[src/rtl/piso_shift_reg_if.sv]
// rtl/piso_shift_reg_if.sv - load handshake and serial output bundle for piso_shift_reg
interface piso_shift_reg_if #(
    parameter int MSB = 16
);
    logic           en;
    logic           load_valid;
    logic [MSB-1:0] load_data;
    logic           load_ready;
    logic           q;
    logic           q_valid;
    logic           busy;
    logic           done;

    modport master (
        output en, load_valid, load_data,
        input  load_ready, q, q_valid, busy, done
    );

    modport slave (
        input  en, load_valid, load_data,
        output load_ready, q, q_valid, busy, done
    );
endinterface

[src/rtl/piso_shift_reg.sv]
// rtl/piso_shift_reg.sv - parallel-in serial-out shifter, MSB first; PISO_PARITY_EN appends an even-parity bit
module piso_shift_reg #(
    parameter int MSB = 16
) (
    input  logic              clk,
    input  logic              rst,
    piso_shift_reg_if.slave   s
);
    localparam int CW = $clog2(MSB + 1);

    typedef enum logic [1:0] {
        IDLE   = 2'd0,
        SHIFT  = 2'd1,
        PARITY = 2'd2
    } state_t;

    state_t         state, state_n;
    logic [MSB-1:0] sr, sr_n;
    logic [CW-1:0]  cnt, cnt_n;
    logic           q_r, q_n;
    logic           qv_r, qv_n;
    logic           done_r, done_n;
    logic           ready;
    logic           accept;
`ifdef PISO_PARITY_EN
    logic           par, par_n;
`endif

    // Ready only looks at state, counter and en so it never depends on load_valid.
    always_comb begin
        ready = 1'b0;
        case (state)
            IDLE:   ready = 1'b1;
            SHIFT: begin
`ifdef PISO_PARITY_EN
                ready = 1'b0;
`else
                ready = s.en && (cnt == CW'(1));
`endif
            end
            PARITY: ready = s.en;
            default: ready = 1'b0;
        endcase
    end

    assign accept = s.load_valid && ready;

    always_comb begin
        state_n = state;
        sr_n    = sr;
        cnt_n   = cnt;
        q_n     = q_r;
        qv_n    = qv_r;
        done_n  = 1'b0;
`ifdef PISO_PARITY_EN
        par_n   = par;
`endif
        case (state)
            SHIFT: begin
                if (s.en) begin
                    if (cnt > CW'(1)) begin
                        q_n   = sr[MSB-1];
                        sr_n  = {sr[MSB-2:0], 1'b0};
                        cnt_n = cnt - CW'(1);
                    end else begin
`ifdef PISO_PARITY_EN
                        state_n = PARITY;
                        q_n     = par;
                        cnt_n   = '0;
`else
                        state_n = IDLE;
                        q_n     = 1'b0;
                        qv_n    = 1'b0;
                        done_n  = 1'b1;
`endif
                    end
                end
            end
            PARITY: begin
                if (s.en) begin
                    state_n = IDLE;
                    q_n     = 1'b0;
                    qv_n    = 1'b0;
                    done_n  = 1'b1;
                end
            end
            default: ;
        endcase

        // An accepted load overrides the end-of-frame path so back-to-back frames have no gap.
        if (accept) begin
            sr_n    = {s.load_data[MSB-2:0], 1'b0};
            q_n     = s.load_data[MSB-1];
            cnt_n   = CW'(MSB);
            qv_n    = 1'b1;
            done_n  = 1'b0;
            state_n = SHIFT;
`ifdef PISO_PARITY_EN
            par_n   = ^s.load_data;
`endif
        end
    end

    always_ff @(posedge clk) begin
        if (rst) begin
            state  <= IDLE;
            sr     <= '0;
            cnt    <= '0;
            q_r    <= 1'b0;
            qv_r   <= 1'b0;
            done_r <= 1'b0;
`ifdef PISO_PARITY_EN
            par    <= 1'b0;
`endif
        end else begin
            state  <= state_n;
            sr     <= sr_n;
            cnt    <= cnt_n;
            q_r    <= q_n;
            qv_r   <= qv_n;
            done_r <= done_n;
`ifdef PISO_PARITY_EN
            par    <= par_n;
`endif
        end
    end

    assign s.load_ready = ready;
    assign s.q          = q_r;
    assign s.q_valid    = qv_r;
    assign s.busy       = qv_r;
    assign s.done       = done_r;
endmodule
[src/flat_wrapper.sv]
// flat-port wrapper written by rule: the top's interface ports become plain ports
module piso_shift_reg_flat 
#(
    parameter int MSB = 16
)
  (clk, rst, s_en, s_load_valid, s_load_data, s_load_ready, s_q, s_q_valid, s_busy, s_done);
  piso_shift_reg_if #(.MSB(MSB)) s_i ();
  input  logic clk;
  input  logic rst;
  input wire logic [$bits(s_i.en)-1:0] s_en;
  input wire logic [$bits(s_i.load_valid)-1:0] s_load_valid;
  input wire logic [$bits(s_i.load_data)-1:0] s_load_data;
  output wire logic [$bits(s_i.load_ready)-1:0] s_load_ready;
  output wire logic [$bits(s_i.q)-1:0] s_q;
  output wire logic [$bits(s_i.q_valid)-1:0] s_q_valid;
  output wire logic [$bits(s_i.busy)-1:0] s_busy;
  output wire logic [$bits(s_i.done)-1:0] s_done;
  assign s_i.en = s_en;
  assign s_i.load_valid = s_load_valid;
  assign s_i.load_data = s_load_data;
  assign s_load_ready = s_i.load_ready;
  assign s_q = s_i.q;
  assign s_q_valid = s_i.q_valid;
  assign s_busy = s_i.busy;
  assign s_done = s_i.done;
  piso_shift_reg #(.MSB(MSB)) u_core (.clk(clk), .rst(rst), .s(s_i));
endmodule
[config.mk]
export PLATFORM = sky130hd
export DESIGN_NAME = piso_shift_reg_flat
export DESIGN_NICKNAME = d
export VERILOG_FILES = /design/src/rtl/piso_shift_reg_if.sv /design/src/rtl/piso_shift_reg.sv /design/src/flat_wrapper.sv
export SDC_FILE = /design/constraint.sdc
export NUM_CORES = 1
export LEC_CHECK = 0
export CORE_ASPECT_RATIO = 1.1
export CORE_MARGIN = 2
export CORE_UTILIZATION = 30
export DETAILED_ROUTE_END_ITERATION = 6
export PLACE_DENSITY = 0.58
export SLEW_MARGIN = 25
export SYNTH_ARGS = -nofsm -noshare
export SYNTH_HDL_FRONTEND = slang
export SYNTH_SLANG_ARGS = --single-unit
[constraint.sdc]
create_clock -name clk -period 1.95 [get_ports clk]
set_clock_uncertainty 0.2 [all_clocks]
set_input_delay 0.2925 -clock clk [delete_from_list [all_inputs] [get_ports clk]]
set_output_delay 0.2925 -clock clk [all_outputs]
set_load 0.1 [all_outputs]
==> flow_metrics.tcl, run 1 <==
set metrics [dict create \
    hold_viol_final 0 \
    diodes 0 \
    synth_edf_count 0 \
    port_buffers 24 \
    drc 0 \
    setup_viol 0 \
    p_per_area_nw_per_um2 691 \
    place_hpwl_um 1830 \
    maxCapViolCount 0 \
    synth.distinct_cells 28 \
    netlist_instances 129 \
    fin_crit_ps 1880 \
    ys_seq_elements 23 \
    syn-mean-instance-area_um2 8.77 \
    cts_root_buffer "clkbuf_8" \
    yosysTopAreaCell "dfxtp_1" \
    clk_path_buf_depth 2 \
    ys.flop_type "dfxtp_1" \
    max_freq_mhz 532 \
    drive_above_1_share_pct 28.5 \
    grt_max_degree 22 \
    die_w_um 62.5 \
    clkTransAtPathRegs_ps 80 \
    dr.pass1.iters 4 \
    synthArstFlopShare_pct 0 \
    die_h_um 68.4 \
    start_util_pct 31.2 \
    wire_per_inst_um 11.7 \
    worst_slew_pin_slew_ps 399 \
    finish.net_count 188 \
    wl_um 2520 \
    synth_most_common_cell "dfxtp_1" \
    nFillCells 365 \
    first_global_vias 985 \
    place_area_um2 1570 \
    synth_area_leaders "dfxtp_1, a211oi_2, a21oi_1, nand2_1, nor2_1" \
    cp_max_fo 4 \
    row_count 23 \
    rsz0062_at_grt "false" \
    worstSetupPathType "reg2out" \
    syn_nets 151 \
    grtUsageTotal_pct 12.8 \
    area_growth_pct 46.7 \
    critPathLaunchType "flop" \
    hold_path.class "reg2reg" \
    vias 1033 \
    irDropWorstVdd_uv 338 \
    insertion_delay_ps 270 \
    critPathArrivalTime_ps 1390 \
    yosysWarnings 0 \
    seq_area_frac_synth_pct 40.7 \
    fin_util_pct 45.8 \
    final_max_slew_viol_count 0 \
    first_iter_violations 30 \
    fin_area_um2 1660 \
    relSlewSlack_pct 73.3 \
    cts-buffers-inserted 3 \
    cts_tree "built" \
    p_leak_nw 0.596 \
    period_share_pct 96.5 \
    synth.top_cells.by_count "dfxtp_1, nand2_1, a21oi_1, nor2_1, a211oi_2" \
    core_um2 3630 \
    ant_nets 0 \
    gp_congestion 0.782 \
    clkSinkCount 23 \
    crit_required_ps 1460 \
    synth_top_area_share_pct 40.7 \
    multi_input_area_um2 654 \
    grt_overflow 0 \
    r2r_slack_ps 120 \
    outcome "finished, final reports clean" \
    antenna_found_initial 0 \
    avgViaCountPerCell 4.80 \
    h-tree-depth 1 \
    cp-end-kind "output port" \
    die_area_um2 4280 \
    synth_area_um2 1130 \
    final-seq-area_um2 467 \
    grt_pass1_wl_um 4310 \
    io_pins 25 \
]
## power breakdown
part	internal (mW)	switching, mW
Clock	0.146	0.146
Combinational	0.151	0.172
Sequential	0.506	0.0260
## through the flow
step           power [mW]  cells  hold WS (ps)  setup slack, ps  setup TNS [ps]
2_1_floorplan       0.728    129           165             60.8               0
3_3_place_gp        0.850    210           252            -35.5            -208
3_5_place_dp        0.856    210           258            -73.3            -614
4_1_cts              1.16    215           266             52.8               0
5_1_grt              1.21    215           288             7.80               0
6_report             1.15    215           267             69.2               0
## worst max-delay path, stage by stage, from the launching register on
cell	delay (ps)
dfxtp_2	380
inv_1	70
ha_1	200
buf_4	150
nand3_1	70
nand2_2	70
buf_12	170
## registers in the layout, summed over array words and instances, names as in the netlist
| signal | count |
|---|---|
| u_core.s.done | 1 |
| u_core.state | 1 |
| u_core.s.q | 1 |
| u_core.sr | 15 |
| u_core.cnt | 5 |
## kinds of logic after synthesis
family | count (synthesis) | share of synthesized area, %
AND/OR/NAND/NOR | 50 | 19.7
XOR/XNOR | 2 | 1.55
buffers and inverters | 10 | 4.87
adder cells (fa/ha/maj) | 2 | 2.21
AO/OA/AOI/OAI | 42 | 31.0
flip-flops | 23 | 40.7
## area by class of cell
| class | count | area share (%) |
|---|---|---|
| well taps | 50 | 3.77 |
| multi-input cells | 96 | 39.4 |
| clock buffers | 4 | 2.71 |
| flip-flops and latches | 23 | 28.1 |
| repair buffers | 40 | 25.5 |
| inverters | 2 | 0.452 |
## worst paths after layout
| kind | start | to | cells past startpoint |
|---|---|---|---|
| max | u_core.cnt[1] | s_load_ready | 6 |
| min reg2reg | u_core.sr[10] | u_core.sr[11] | 2 |
| max reg2reg | u_core.cnt[1] | u_core.sr[2] | 7 |
| min | u_core.sr[10] | u_core.sr[11] | 2 |
## per-layer routing
| layer | GRT usage (%) | vias up | share of wire, % |
|---|---|---|---|
| li1 | - | 534 | - |
| met1 | 14.9 | 478 | 45 |
| met2 | 22.2 | 18 | 50 |
| met3 | 2.63 | 3 | 3.5 |
| met4 | 8.06 | 0 | 1.5 |
| met5 | 0 | - | 0 |
## placed cells by master, fill, tap and decap left out, drive strengths merged, types with 2 or more instances in the layout
| master | n |
|---|---|
| xnor2 | 2 |
| nand2 | 19 |
| a21oi | 19 |
| clkbuf | 4 |
| a211oi | 15 |
| nor3 | 4 |
| clkdlybuf4s50 | 19 |
| inv | 2 |
| nand3 | 5 |
| nor2 | 18 |
| buf | 21 |
| dfxtp | 23 |
| ha | 2 |
## what timing repair did
action,CTS,global route
resized for setup,3,5
setup endpoints to repair,14,16
hold buffers,0,0
pin swaps,2,2
setup buffers,1,0
Power figures use the tool's default switching activity.
==> inputs of run 2 (changes only) <==
--- a/config.mk
+++ b/config.mk
@@ -10,6 +10,7 @@
 export CORE_UTILIZATION = 30
 export DETAILED_ROUTE_END_ITERATION = 6
 export PLACE_DENSITY = 0.58
+export RECOVER_POWER = 50
 export SLEW_MARGIN = 25
 export SYNTH_ARGS = -nofsm -noshare
 export SYNTH_HDL_FRONTEND = slang
==> flow_metrics.tcl, run 2 (same netlist as run 1, synthesis figures left out) <==
set metrics [dict create \
    wl_um 2530 \
    worst_slew_pin_slew_ps 549 \
    critPathTopFamily "buffers and inverters" \
    die_w_um 62.5 \
    hold_path.class "reg2reg" \
    irDropWorstVdd_uv 338 \
    reg_top3 "u_core.sr: 15 flops, u_core.cnt: 5 flops" \
    grt_pass1_wl_um 4310 \
    p_clk_share_pct 25.8 \
    hold_viol_final 0 \
    p_leak_nw 0.586 \
    setup_viol 0 \
    critPathArrivalTime_ps 1390 \
    diodes 0 \
    relSlewSlack_pct 63.6 \
    cp-end-kind "output port" \
    layout_commonest_cell "dfxtp_1" \
    fin_util_pct 44.9 \
    p_per_area_nw_per_um2 696 \
    cp_max_fo 4 \
    holdWs_ps 267 \
    grtUsageTotal_pct 12.8 \
    finish.net_count 188 \
    outcome "finished, final reports clean" \
    final_max_slew_viol_count 0 \
    clk_path_buf_depth 2 \
    seqPwrFrac_pct 46.8 \
    first_iter_violations 31 \
    critPathLaunchType "flop" \
    cp_slowest_cell "dfxtp_2" \
    cts-buffers-inserted 3 \
    drive_above_1_share_pct 28.5 \
    top_register "u_core.sr" \
    cts_root_buffer "clkbuf_8" \
    start_util_pct 31.2 \
    cp_cell_sequence "inv_1 -> ha_1 -> buf_4 -> nand3_1 -> nand2_2 -> buf_12" \
    period_share_pct 96.4 \
    die_h_um 68.4 \
    power_frac_comb_pct 27.4 \
    rsz0062_at_grt "false" \
    clkTransAtPathRegs_ps 80 \
    die_area_um2 4280 \
    insertion_delay_ps 270 \
    ctsHoldBuffers 0 \
    worstSetupPathType "reg2out" \
    io_pins 25 \
    avgViaCountPerCell 4.80 \
    gp_congestion 0.782 \
    port_buffers 24 \
    switching_share_pct 30.2 \
    fin_crit_ps 1880 \
    antenna_found_initial 0 \
    h-tree-depth 1 \
    place_hpwl_um 1830 \
    row_count 23 \
    switching_power_mw 0.342 \
    power.internal_mw 0.790 \
    area_growth_pct 43.8 \
    layout_common_cells "dfxtp_1, clkdlybuf4s50_1, nand2_1, a21oi_1, nor2_1" \
    core_um2 3630 \
    max_stage_delay_ps 380 \
    critPathBufInv 3 \
    maxCapViolCount 0 \
    first_global_vias 985 \
    wire_per_inst_um 11.8 \
    vias 1033 \
    grt_overflow 0 \
    cts_tree "built" \
    max_freq_mhz 532 \
    ant_nets 0 \
    nFillCells 369 \
    crit_required_ps 1460 \
    drc 0 \
    largest_reg_flops 15 \
    grt_max_degree 22 \
    clkSinkCount 23 \
    dr.pass1.iters 4 \
]
run 2: cell types whose count changed in the layout (fill, tap and decap cells not counted):
| cell | previous run | this run |
|---|---|---|
| buf_12 | 6 | 4 |
| clkbuf_2 | 0 | 3 |
| buf_4 | 15 | 14 |
run 2: repair_timing:
item / CTS / global route
endpoints found under the setup margin: 14 / 16
pin swaps: 2 / 2
setup buffers: 1 / 0
gates resized for setup: 3 / 5
run 2: per-layer routing:
layer | vias up | wire, um | track usage [%]
met2 | 18 | 1270 | 22.2
met5 | - | 0 | 0
met1 | 478 | 1140 | 14.9
met3 | 3 | 84 | 2.63
li1 | 534 | - | -
met4 | 0 | 38 | 8.06
run 2: power by group through the flow:
stage          sequential [mW]  combinational [mW]  clock (mW)
2_1_floorplan            0.565               0.163           0
3_3_place_gp             0.541               0.310           0
3_5_place_dp             0.542               0.313           0
4_1_cts                  0.531               0.322       0.309
5_1_grt                  0.534               0.338       0.326
6_report                 0.530               0.311       0.292
run 2: area by class of cell:
| cell class | count | area (um2) | share of cell area, % |
|---|---|---|---|
| multi-input combinational | 96 | 654 | 40.2 |
| sequential | 23 | 467 | 28.7 |
| clock buffer | 4 | 45.0 | 2.77 |
| inverter | 2 | 7.51 | 0.462 |
| timing repair buffer | 40 | 390 | 24.0 |
| tap | 50 | 62.6 | 3.85 |
run 2: worst paths after layout:
| path | slack, ps | end | depth (start not counted) | from |
|---|---|---|---|---|
| worst max-delay path | 70 | s_load_ready | 6 | u_core.cnt[1] |
| worst min-delay path | 270 | u_core.sr[11] | 2 | u_core.sr[10] |
| worst max register to register | 120 | u_core.sr[2] | 7 | u_core.cnt[1] |
| worst min register to register | 270 | u_core.sr[11] | 2 | u_core.sr[10] |
run 2: stage by stage:
stage	worst slack [ps]	cells	power (mW)	instance area (um2)	setup TNS, ps
after detailed placement	-73.3	210	0.856	1570	-614
after global placement	-35.5	210	0.850	1570	-208
final	70.6	215	1.13	1630	0
after CTS	52.8	215	1.16	1630	0
after global routing	8.98	215	1.20	1630	0
after floorplan	60.8	129	0.728	1140	0
run 2: worst register-to-register path: stages, from the launching register on:
cell,delay [ps]
dfxtp_2,380
inv_1,80
ha_1,200
o21bai_4,210
a21oi_4,240
buf_12,160
a21oi_1,80
a211oi_2,210
